==> src/rtl/countdown_pkg.sv <==
// Shared types and constants for the countdown timer.
// Holds the FSM state encoding, default width and statistics width.
package countdown_pkg;

  localparam int DEF_WIDTH = 4;
  localparam int EXP_W     = 8;

  typedef enum logic [1:0] {
    ST_IDLE  = 2'd0,
    ST_RUN   = 2'd1,
    ST_PAUSE = 2'd2
  } state_t;

endpackage

==> src/rtl/countdown_timer_down_counter.sv <==
// Loadable WIDTH-bit down counter with synchronous reset.
// Ports: clock, reset, load/value, dec -> count, is_one.
module down_counter #(
  parameter int WIDTH = 4
) (
  input  logic             clock,
  input  logic             reset,
  input  logic             load,
  input  logic [WIDTH-1:0] value,
  input  logic             dec,
  output logic [WIDTH-1:0] count,
  output logic             is_one
);

  // load has priority over dec
  always_ff @(posedge clock) begin
    if (reset) begin
      count <= '0;
    end else if (load) begin
      count <= value;
    end else if (dec) begin
      count <= count - WIDTH'(1);
    end
  end

  assign is_one = (count == WIDTH'(1));

endmodule

==> src/rtl/countdown_timer.sv <==
// Programmable down-counter with load handshake and done pulse.
// Ports: clock/reset, load_*, enable, abort -> count_out, flags, done, expire_cnt.
module countdown_timer
  import countdown_pkg::*;
#(
  parameter int WIDTH       = DEF_WIDTH,
  parameter bit AUTO_RELOAD = 1'b0
) (
  input  logic             clock,
  input  logic             reset,
  input  logic             load_valid,
  input  logic [WIDTH-1:0] load_value,
  output logic             load_ready,
  input  logic             enable,
  input  logic             abort,
  output logic [WIDTH-1:0] count_out,
  output logic             busy,
  output logic             paused,
  output logic             done,
  output logic [EXP_W-1:0] expire_cnt
);

  state_t           state;
  logic [WIDTH-1:0] reload;
  logic             accept;
  logic             zero_load;
  logic             active;
  logic             expire;
  logic             is_one;
  logic             cnt_load;
  logic             cnt_dec;
  logic [WIDTH-1:0] cnt_value;

  assign accept    = load_valid && (state == ST_IDLE);
  assign zero_load = (load_value == '0);
  assign active    = (state == ST_RUN) || (state == ST_PAUSE);
  assign expire    = active && enable && !abort && is_one;

  assign load_ready = (state == ST_IDLE);
  assign busy       = active;
  assign paused     = (state == ST_PAUSE);

  // Counter control; the arms are mutually exclusive.
  always_comb begin
    cnt_load  = 1'b0;
    cnt_value = '0;
    cnt_dec   = 1'b0;
    unique case (1'b1)
      accept: begin
        cnt_load  = 1'b1;
        cnt_value = load_value;
      end
      active && abort: begin
        cnt_load = 1'b1;
      end
      expire: begin
        cnt_load  = 1'b1;
        cnt_value = AUTO_RELOAD ? reload : '0;
      end
      active && enable && !abort && !is_one: begin
        cnt_dec = 1'b1;
      end
      default: ;
    endcase
  end

  down_counter #(
    .WIDTH(WIDTH)
  ) u_cnt (
    .clock (clock),
    .reset (reset),
    .load  (cnt_load),
    .value (cnt_value),
    .dec   (cnt_dec),
    .count (count_out),
    .is_one(is_one)
  );

  always_ff @(posedge clock) begin
    if (reset) begin
      state      <= ST_IDLE;
      done       <= 1'b0;
      expire_cnt <= '0;
      reload     <= '0;
    end else begin
      done <= 1'b0;
      unique case (state)
        ST_IDLE: begin
          if (accept) begin
            reload <= load_value;
            if (zero_load) begin
              // zero-length timer expires without leaving IDLE
              done       <= 1'b1;
              expire_cnt <= expire_cnt + EXP_W'(1);
            end else begin
              state <= enable ? ST_RUN : ST_PAUSE;
            end
          end
        end
        ST_RUN, ST_PAUSE: begin
          if (abort) begin
            state <= ST_IDLE;
          end else if (!enable) begin
            state <= ST_PAUSE;
          end else if (is_one) begin
            done       <= 1'b1;
            expire_cnt <= expire_cnt + EXP_W'(1);
            state      <= AUTO_RELOAD ? ST_RUN : ST_IDLE;
          end else begin
            state <= ST_RUN;
          end
        end
        default: state <= ST_IDLE;
      endcase
    end
  end

endmodule
==> config.mk <==
export PLATFORM = sky130hd
export DESIGN_NAME = countdown_timer
export DESIGN_NICKNAME = d
export VERILOG_FILES = /design/src/rtl/countdown_pkg.sv /design/src/rtl/countdown_timer_down_counter.sv /design/src/rtl/countdown_timer.sv
export SDC_FILE = /design/constraint.sdc
export NUM_CORES = 1
export LEC_CHECK = 0
export BUFFER_PORTS_ARGS = -buffer_cell sky130_fd_sc_hd__buf_4
export CAP_MARGIN = 20
export CORE_UTILIZATION = 50
export DETAILED_ROUTE_END_ITERATION = 6
export PLACE_DENSITY = 0.84
export SLEW_MARGIN = 0
export SYNTH_ARGS = -nofsm -noshare
export SYNTH_HDL_FRONTEND = slang
export SYNTH_SLANG_ARGS = --single-unit
export TNS_END_PERCENT = 10
==> constraint.sdc <==
create_clock -name clock -period 3 [get_ports clock]
set_input_delay 0.45 -clock clock [delete_from_list [all_inputs] [get_ports clock]]
set_output_delay 0.45 -clock clock [all_outputs]
set_load 0.005 [all_outputs]
**Yosys cells after proc, flatten, opt, wreduce, memory -nomap -nowiden**

Cells that the tools add are included.

- Register bits after elaboration: 15
- Output and inout bits: 16

- Add/subtract/negate cells: 2
- Equality and inequality tests: 9
- Mux-type cells: 24
- Reduce and logical (&&, ||, !) cells: 17

Operators with widths:

| kind | number |
|---|---|
| 8-bit two-way mux | 5 |
| 8-bit case mux with 2 select lines | 1 |
| 4-bit two-way mux | 3 |
| 2-bit two-way mux | 5 |
| 8-bit by 1-bit adder with 8-bit output (second input constant) | 1 |
| 1-bit two-way mux | 8 |
| 2-bit != test (second input constant) | 4 |
| 1-bit logical AND | 6 |
| 6-bit AND reduction | 1 |
| 4-bit by 1-bit == test with 1-bit output (second input constant) | 1 |
| 4-bit zero test | 1 |
| 2-bit by 1-bit != test with 1-bit output (second input constant) | 2 |
| 2-bit case mux with 2 select lines | 1 |
| 2-bit nonzero test | 2 |
| 4-bit by 1-bit subtractor with 4-bit output (second input constant) | 1 |
| 3-bit OR reduction | 1 |
| 2-bit by 1-bit == test with 1-bit output (second input constant) | 1 |
| 2-bit == test (second input constant) | 1 |
| 1-bit zero test | 2 |
| 2-bit zero test | 1 |
| 1-bit case mux with 2 select lines | 1 |
| 2-bit AND reduction | 1 |
| 2-bit OR reduction | 1 |
| 1-bit logical OR | 1 |

**Longest topological paths before layout**

Gate-level depths: netlist (run 1).

- Depth after elaboration: 8
- Gate-level depth with buffers: 8
- Depth with buffers taken out: 6

**Hierarchy**

Synthesis (run 1) repeated with hierarchy kept, for this count alone.

- Cell total of the unflattened synthesis: 104
- Area total of the unflattened synthesis: 952.2 um^2

By module, submodules not included:

| module | instances | cells each | area each (um^2) | seq. area each (um^2) |
|---|---|---|---|---|
| countdown_timer | 1 | 77 | 705.7 | 220.2 |
| down_counter | 1 | 27 | 246.5 | 80.1 |

**Least setup slack after synthesis (run 1)**

OpenSTA, ideal clock, no wires.

- Path type: reg-to-reg
- Start point: register state[0]
- End point: register expire_cnt[6]
- Library setup time: 0.121 ns
- Arrival: 1.970 ns
- Required time: 2.879 ns
- Path slack: 0.909 ns
- Cell stages (with the launch flop): 9
- Buffers on the path: 2
- Clock period less this slack: 2.091 ns
- Cells stage by stage: dfxtp_1 -> inv_1 -> ha_1 -> clkbuf_1 -> nand2_1 -> o22a_4 -> buf_6 -> nor4b_2 -> mux2_2

- Cells in the longest elaborated chain, start to end: 4
- Elaborated cells between the ends (all ways): 13
- Those cells by class: eq/ne (7); mux (1); reduce/logical (5)

Ends and longest elaborated chain:

| element | line | text |
|---|---|---|
| from (decl) | countdown_timer.sv:23 | `state_t state;` |
| from (signal assigned) | countdown_timer.sv:96 | `state <= enable ? ST_RUN : ST_PAUSE;` |
| from (signal assigned) | countdown_timer.sv:108 | `state <= AUTO_RELOAD ? ST_RUN : ST_IDLE;` |
| 2-bit zero test * | -- |  |
| named net load_ready | countdown_timer.sv:13 | `output logic load_ready,` |
| 1-bit logical AND | countdown_timer.sv:34 | `assign accept = load_valid && (state == ST_IDLE);` |
| 2-bit by 1-bit != test with 1-bit output (no line) | -- |  |
| 6-bit AND reduction (no line) | -- |  |
| to (signal assigned) | countdown_timer.sv:94 | `expire_cnt <= expire_cnt + EXP_W'(1);` |
| to (signal assigned) | countdown_timer.sv:107 | `expire_cnt <= expire_cnt + EXP_W'(1);` |
| to (decl) | countdown_timer.sv:20 | `output logic [EXP_W-1:0] expire_cnt` |

Mark *: on every way through the listed nets, which the timed path passes. The rest lies on a longest branch.
A chain may end at the register's enable or synchronous reset.

**Worst setup path in the final report (run 1)**

- Start point: register state[0]
- End point: register expire_cnt[5]

- Cells in the longest elaborated chain, start to end: 4
- Elaborated cells between the ends (all ways): 13
- Those cells by class: eq/ne (7); mux (1); reduce/logical (5)

Ends and longest elaborated chain:

| element | line | text |
|---|---|---|
| 2-bit == test (tied with other cells) | countdown_timer.sv:87 | `unique case (state)` |
| 2-bit OR reduction / 1-bit logical AND (equally long branches) | countdown_timer.sv:87, countdown_timer.sv:34 |  |
| 2-bit != test (no line) (tied with other cells) | -- |  |
| 6-bit AND reduction (no line) | -- |  |

Several ways; a longest one is shown, not always the timed one.

==> results of run 1 <==
==> path summary, 6_finish.rpt <==
| path | to | slack (ns) | depth (start not counted) |
|---|---|---|---|
| min reg2reg | state[1] | 0.52 | 2 |
| max reg2reg | expire_cnt[5] | 0.81 | 6 |
| min | expire_cnt[0] | 0.47 | 2 |
| max | expire_cnt[5] | 0.81 | 6 |
==> routing by layer <==
metal  global-route usage  part of all wire
met1                0.277              0.45
met2                0.388              0.48
met3               0.0280             0.054
met4                0.152             0.017
met5                    0                 0
==> area by class of cell <==
type	instances	area [µm²]	area share
Clock buffer	4	26.3	0.0232
Inverter	6	22.5	0.0199
Timing Repair Buffer	24	180	0.159
Sequential cell	15	300	0.265
Multi-Input combinational cell	81	571	0.504
Tap cell	25	31.3	0.0277
==> power by group <==
group | leakage, µW | internal, µW | switching [µW]
Clock | 0.0000150 | 51.6 | 63.7
Sequential | 0.000122 | 209 | 12.5
Combinational | 0.000302 | 55.2 | 67.6
==> cells in the final DEF, fill, tap and decap left out, types with 2 or more instances in the layout <==
cell type                   n
sky130_fd_sc_hd__ha_1       6
sky130_fd_sc_hd__nor3_1     5
sky130_fd_sc_hd__nand3_1    5
sky130_fd_sc_hd__dfxtp_1   15
sky130_fd_sc_hd__o31ai_1    3
sky130_fd_sc_hd__nor2_1    11
sky130_fd_sc_hd__clkbuf_4   3
sky130_fd_sc_hd__nand2_1    2
sky130_fd_sc_hd__or4_1      3
sky130_fd_sc_hd__o21ai_0    5
sky130_fd_sc_hd__nor2b_1    4
sky130_fd_sc_hd__mux2_2     3
sky130_fd_sc_hd__a21oi_1   10
sky130_fd_sc_hd__a211oi_1   2
sky130_fd_sc_hd__inv_1      6
sky130_fd_sc_hd__buf_4     24
sky130_fd_sc_hd__nand4_1    2
==> sequential cells by signal (all words and copies together), names as in the netlist <==
name and count:
done 1, expire_cnt 8, state 2, u_cnt.count 4
==> cell families after synthesis <==
family          count (synthesis)
mux                             4
compound gates                 27
simple gates                   44
flops                          15
fa+ha+maj                       6
buf+inv                        11
==> metrics by stage <==
step / cells / cell area [µm²] / utilization
global placement: 151 / 1100 / 0.640
finish: 155 / 1130 / 0.655
floorplan: 107 / 920 / -
global route: 155 / 1130 / 0.655
detailed placement: 151 / 1100 / 0.640
CTS: 155 / 1130 / 0.655
==> run summary, run 1 <==
Hold timing on the final database bottoms out at a slack of 0.465 ns. After clock tree synthesis, the clock-pin slew on the worst setup and hold paths is 0.09 ns. The run gives 0 as the final hold violation count. sky130_fd_sc_hd__dfxtp_1 takes more of the synthesized area than any other cell. For the number of buffers between clock root and the deepest sink, the log shows 2.

The run gives 0 as the number of cells upsized or downsized after cts. The critical path is of the register to register type. 0 antenna diodes ended up in the layout.

By area the synthesized netlist is led by sky130_fd_sc_hd__dfxtp_1 33%, sky130_fd_sc_hd__ha_1 8.2%, sky130_fd_sc_hd__a21oi_1 5.4%. The post-synthesis async set-or-reset flop share is 0, and the placeable core region is 0.00173 mm². The synthesized-area fraction occupied by ao, oa, aoi and oai cells was 0.199.

The worst setup path is launched from a register. The DRC violation count after routing is 0. The run gives 0.327 as the sequential cell area fraction in the yosys report. The post-placement worst setup slack came out at 0.796 ns.

The startpoint of the worst hold path was reset. The peak per-stage delay on the critical path is 0.37 ns. In this run the critical register-to-register path is launched from state[0]. Among all stages on the critical path, the largest delay is contributed by sky130_fd_sc_hd__mux2_2. The most frequent cell after synthesis was sky130_fd_sc_hd__dfxtp_1. The fraction of final layout cells with drive strength greater than 1 came out at 0.262.

Traced cell by cell, the critical path runs through inv_1, ha_1, nand2_1, o22a_4, nor4b_1, mux2_2. The simple-gate share of the synthesized area was 0.293; the data required time at the worst endpoint was 3.18 ns. The top cell family by delay on the critical path was simple AND/OR/NAND/NOR gates. Global routing finished with a remaining overflow of 0. Compared with the post-synthesis result, the final layout area differs by 23.0%. Hold repair after CTS inserted 0 buffers. The detailed router placed 915 vias in this run. Counting every net in the synthesized netlist gives 122. The final clock period utilization by the worst path came out at 0.731. The tools report the global-route usage over all layers as 0.231.

In this run the tool buffered the top-level ports with 24 buffer cells. Once the clock tree was built, the setup fixing pass inserted 0 buffers. The fraction of synthesized cell area taken by the top area cell type works out to 0.327. For the arrival time of data at the critical path endpoint, the log shows 2.37 ns. The actual slew at the worst max-slew pin works out to 0.643 ns.

The run gives 25 as the I/O pin count. Setup repair after global routing left no endpoint under its margin. The average size of a mapped cell is 8.59 µm².

On the final layout, the worst clock skew is 0.00425 ns. The buffers plus inverters on the worst setup path was 1. Cell chosen for the clock root: sky130_fd_sc_hd__clkbuf_4.

The normalized max-slew margin was 0.566; the number of flops mapped to enable cells by yosys was 0. Max-cap violations in this run came to 0. After detailed routing, the number of vias per cell comes to 5.90. The final period demand of the worst path came out at 2.19 ns. The run gives 0 as the count of endpoints failing setup in the final report. The largest fanout of any net on the critical path is 13. The worst setup path is captured at a register.

The number of buffers created by CTS came out at 3. In the final routed layout, each cell accounts on average for 13.2 µm. The worst IR drop on VDD is 0.247 mV, and the starting density of the core is 0.533. Setup slack closes at 0.807 ns. Combinational family with the most area after synthesis: simple AND/OR/NAND/NOR gates.

The number of nets in the final layout is 146. Entering global routing, the biggest net connects 19 pins. The via count of the first global-routing pass was 840; the number of antenna violations at the first check in global routing was 0.

The cell count after synthesis came out at 107. The number of cell rows is 15, and the arithmetic-cell share of the synthesized area counting full adders, half adders and majority gates is 0.0816. Number of nets with antenna violations after routing: 0. Summing every instance area after synthesis gives 920 µm².

The logs give 15 for the CTS sink count and 2040 µm for the final wirelength. The mux share of post-synthesis cell area is 0.0476. The run finished with clean final reports. Once detailed placement completed, the half-perimeter wirelength came to 1480 µm. The first detailed-routing pass took 4 iterations.

The run gives 1 as the total number of H-tree levels. The die footprint is 0.00201 mm², and the width of the die is 44.9 µm. The commonest cells after synthesis are 15 x sky130_fd_sc_hd__dfxtp_1, 11 x sky130_fd_sc_hd__nor2_1, 10 x sky130_fd_sc_hd__a21oi_1, 6 x sky130_fd_sc_hd__ha_1, 6 x sky130_fd_sc_hd__inv_1. Clock latency on the worst-skew pair: 0.28 ns. The most critical setup path has its startpoint at state[0].

The chip height was 44.9 µm. Yosys printed 0 warnings. The netlist uses 37 different library cells.

The logs give 0 for the final-report max-slew violation count and 456 MHz for the timing-limited maximum frequency. The run gives 0.820 as the final weighted congestion in routability-driven placement. The XOR/XNOR share of the synthesized area is 0.

TritonCTS built the clock tree. The first global-routing pass estimated 3440 µm of wire. The min-delay analysis places its worst path in the category primary input to register.

For this design the static power due to leakage is 0.000439 µW. The initial detailed-routing violation count was 35; the count of state elements after synthesis was 15. The tools report the number of filler instances in the final layout as 153. After routing, the total negative slack on setup checks comes to 0 ns. The total power after layout is 460 µW.

The total power divided by cell area was 407 mW/mm². The commonest register cell after synthesis was sky130_fd_sc_hd__dfxtp_1.
Note: power is estimated with default switching activity, not from simulation.
==> run 2, diff against run 1 <==
Settings changed: CORE_UTILIZATION 50 to 45, PLACE_DENSITY 0.84 to 0.8.
Clock period 3 ns to 1.97 ns, I/O delays scaled along.
==> run 2 against run 1 <==
Global-route usage is 0.46 points higher. First-iteration DRC count shrank 8.6%. Clock skew increased by 0.0033 ns. Wire length increased by 15%. Critical path type unchanged. Via count up 4.7%. Sequential cell count unchanged. Largest power group unchanged. Sequential share of layout area decreased by 2.7 points. Clock power increased by 61%. Sequential power increased by 50%. Utilization increased by 3.7 points. Critical endpoint unchanged. Register-to-register slack got worse by 0.75 ns.
==> run summary, run 2 (synthesized netlist as in run 1, its figures left out) <==
The run finished with clean final reports. Traced cell by cell, the critical path runs through inv_1, ha_4, inv_1, o22a_4, nor4b_1, mux2_2. The worst hold path begins at reset. The first global-routing pass estimated 3730 µm of wire.

For the number of nets with antenna violations after routing, the log shows 0. In this run the cell area measured after placement is 0.00120 mm². The starting density of the core came out at 0.505.

Counting the buffers created by CTS gives 3. The detailed-route via count was 958; the total number of H-tree levels was 1. The reg-to-reg critical path startpoint was state[0]. The final worst setup slack came out at 0.0558 ns.

The cell chosen for the clock root was sky130_fd_sc_hd__clkbuf_4. For this design the ratio of total power to cell area is 611 mW/mm². The filler-free cell count of the finished design was 169; the worst IR drop on VDD was 0.367 mV. The logs give 0 for the count of endpoints failing setup in the final report and 0 for the number of antenna diodes. At the worst endpoint, the required time is 2.15 ns.

From bottom edge to top edge, the die measures 47.2 µm. The final clock period utilization by the worst path was 0.972. The top cell family by delay on the critical path was multiplexers. The fraction of final layout cells with drive strength greater than 1 was 0.382; the I/O pin count was 25. The logs give 1750 µm for the detailed placer's ending HPWL and 0.00223 mm² for the die footprint. The tools report the number of antenna violations at the first check in global routing as 0.

Leaving out fill and tap cells, the most frequent cells in the layout are 38 x sky130_fd_sc_hd__buf_4, 15 x sky130_fd_sc_hd__dfxtp_1, 11 x sky130_fd_sc_hd__nor2_1. Before antenna repair, the detailed router went through 4 iterations. The final-report max-slew violation count is 0, and the mean routed wirelength per cell is 13.9 µm.

By startpoint and endpoint, the worst setup path is classified as register to register. The run gives 164 as the number of instances in the placed design. In this run the horizontal extent of the chip is 47.2 µm. The logs give 522 MHz for the timing-limited maximum frequency and 15 for the number of cell rows. The later pin in the worst-skew pair is clocked with a latency of 0.29 ns. For the pin with the worst max-slew slack, the measured transition is 0.504 ns.

For this run, the slowest stage of the critical path takes 0.37 ns. For this run, design rule violations remaining after detail routing come to 0. The logs give 0.663 for the normalized max-slew margin and -0.0313 ns for the post-placement worst setup slack.

The clock slew at the register clock pins of the worst setup and hold paths works out to 0.10 ns. The initial detailed-routing violation count is 32, and the leakage power figure is 0.000510 µW. Along the worst path, the maximum fanout reaches 7. The path class of the tightest hold or removal check is primary input to register. The worst setup path is launched from a register.

The area growth from synthesis to layout is 37.0%. The register with the most flip-flops in the layout has 8 of them. TritonCTS built the clock tree. Sum of overflow across all layers after global routing: 0.

The largest registers in the layout are expire_cnt: 8 flops, u_cnt.count: 4 flops, state: 2 flops. STA classifies the critical path endpoint as a register. The slowest stage of the critical path belongs to the cell sky130_fd_sc_hd__mux2_2. The number of buffers added on ports works out to 24. Summed over all layers, the routed wires come to 2350 µm. The via count of the first global-routing pass is 880. Across the run, the number of max-cap violations was 0. The final hold violation count is 0, and the number of buffers between clock root and the deepest sink is 2. Using the TritonRoute via totals, the vias-per-cell ratio works out to 5.67.

The run gives 0.883 as the final weighted congestion in routability-driven placement. The run gives 0.236 as the global-route usage over all layers. The worst setup path startpoint was state[0]. The post-route cell area is 0.00126 mm², and the final period demand of the worst path is 1.91 ns. In this run the standard cell core region covers 0.00182 mm².

The setup clock skew after layout came out at 0.00752 ns. Maximum number of pins on one net before global-route repair: 19. The number of nets in the final layout came out at 160. More flip-flops sit in one register than any other, and that register is expire_cnt. Data on the critical path arrives at its endpoint at 2.09 ns. The library cell used most frequently in the layout, excluding fill and tap cells, is sky130_fd_sc_hd__buf_4.

The most numerous cell type found on the critical path is sky130_fd_sc_hd__inv_1. CTS saw 15 sinks. The buffers plus inverters on the worst setup path works out to 2.
run 2: final cells by class:
cell class	instances	area [µm²]
clock inverter	1	5.00
multi-input combinational	81	593
inverter	6	22.5
tap	25	31.3
fill	155	561
sequential	15	300
timing repair buffer	38	285
clock buffer	3	22.5
run 2: worst paths after layout:
kind	cells past startpoint	slack, ns	endpoint
max	6	0.06	expire_cnt[5]
max reg2reg	6	0.06	expire_cnt[5]
min reg2reg	2	0.52	expire_cnt[4]
min	2	0.31	expire_cnt[2]
run 2: worst reg2reg max path: stages, from the launching register on:
cell and delay, ns:
sky130_fd_sc_hd__dfxtp_1 0.36, sky130_fd_sc_hd__inv_1 0.11, sky130_fd_sc_hd__ha_4 0.30, sky130_fd_sc_hd__inv_1 0.07, sky130_fd_sc_hd__o22a_4 0.28, sky130_fd_sc_hd__nor4b_1 0.33
sky130_fd_sc_hd__mux2_2 0.37
run 2: per-stage QoR:
stage	util	TNS, ns	total power, µW	hold slack (ns)
2_1_floorplan	-	0	464	0.466
3_3_place_gp	0.662	-0.00772	567	0.503
3_5_place_dp	0.662	-0.0506	575	0.506
4_1_cts	0.677	0	761	0.302
5_1_grt	0.692	-0.0184	810	0.311
6_report	0.692	0	770	0.306
run 2: power breakdown:
group          leakage, µW  internal [µW]  switching [µW]
Combinational     0.000370            127             126
Sequential        0.000122            319            13.1
Clock            0.0000177           75.3             110
run 2: layer usage:
metal / up-vias / routed length (µm) / track usage
li1: 472 / - / -
met1: 461 / 1070 / 0.296
met2: 21 / 1190 / 0.406
met3: 4 / 63 / 0.0308
met4: 0 / 23 / 0.0971
met5: - / 0 / 0
run 2: what timing repair did:
action                     4_1_cts  5_1_grt
hold buffers                     0        0
hold endpoints to repair         0        0
setup endpoints to repair        0        3
gates resized for setup          0        5
buffers inserted                 0        1
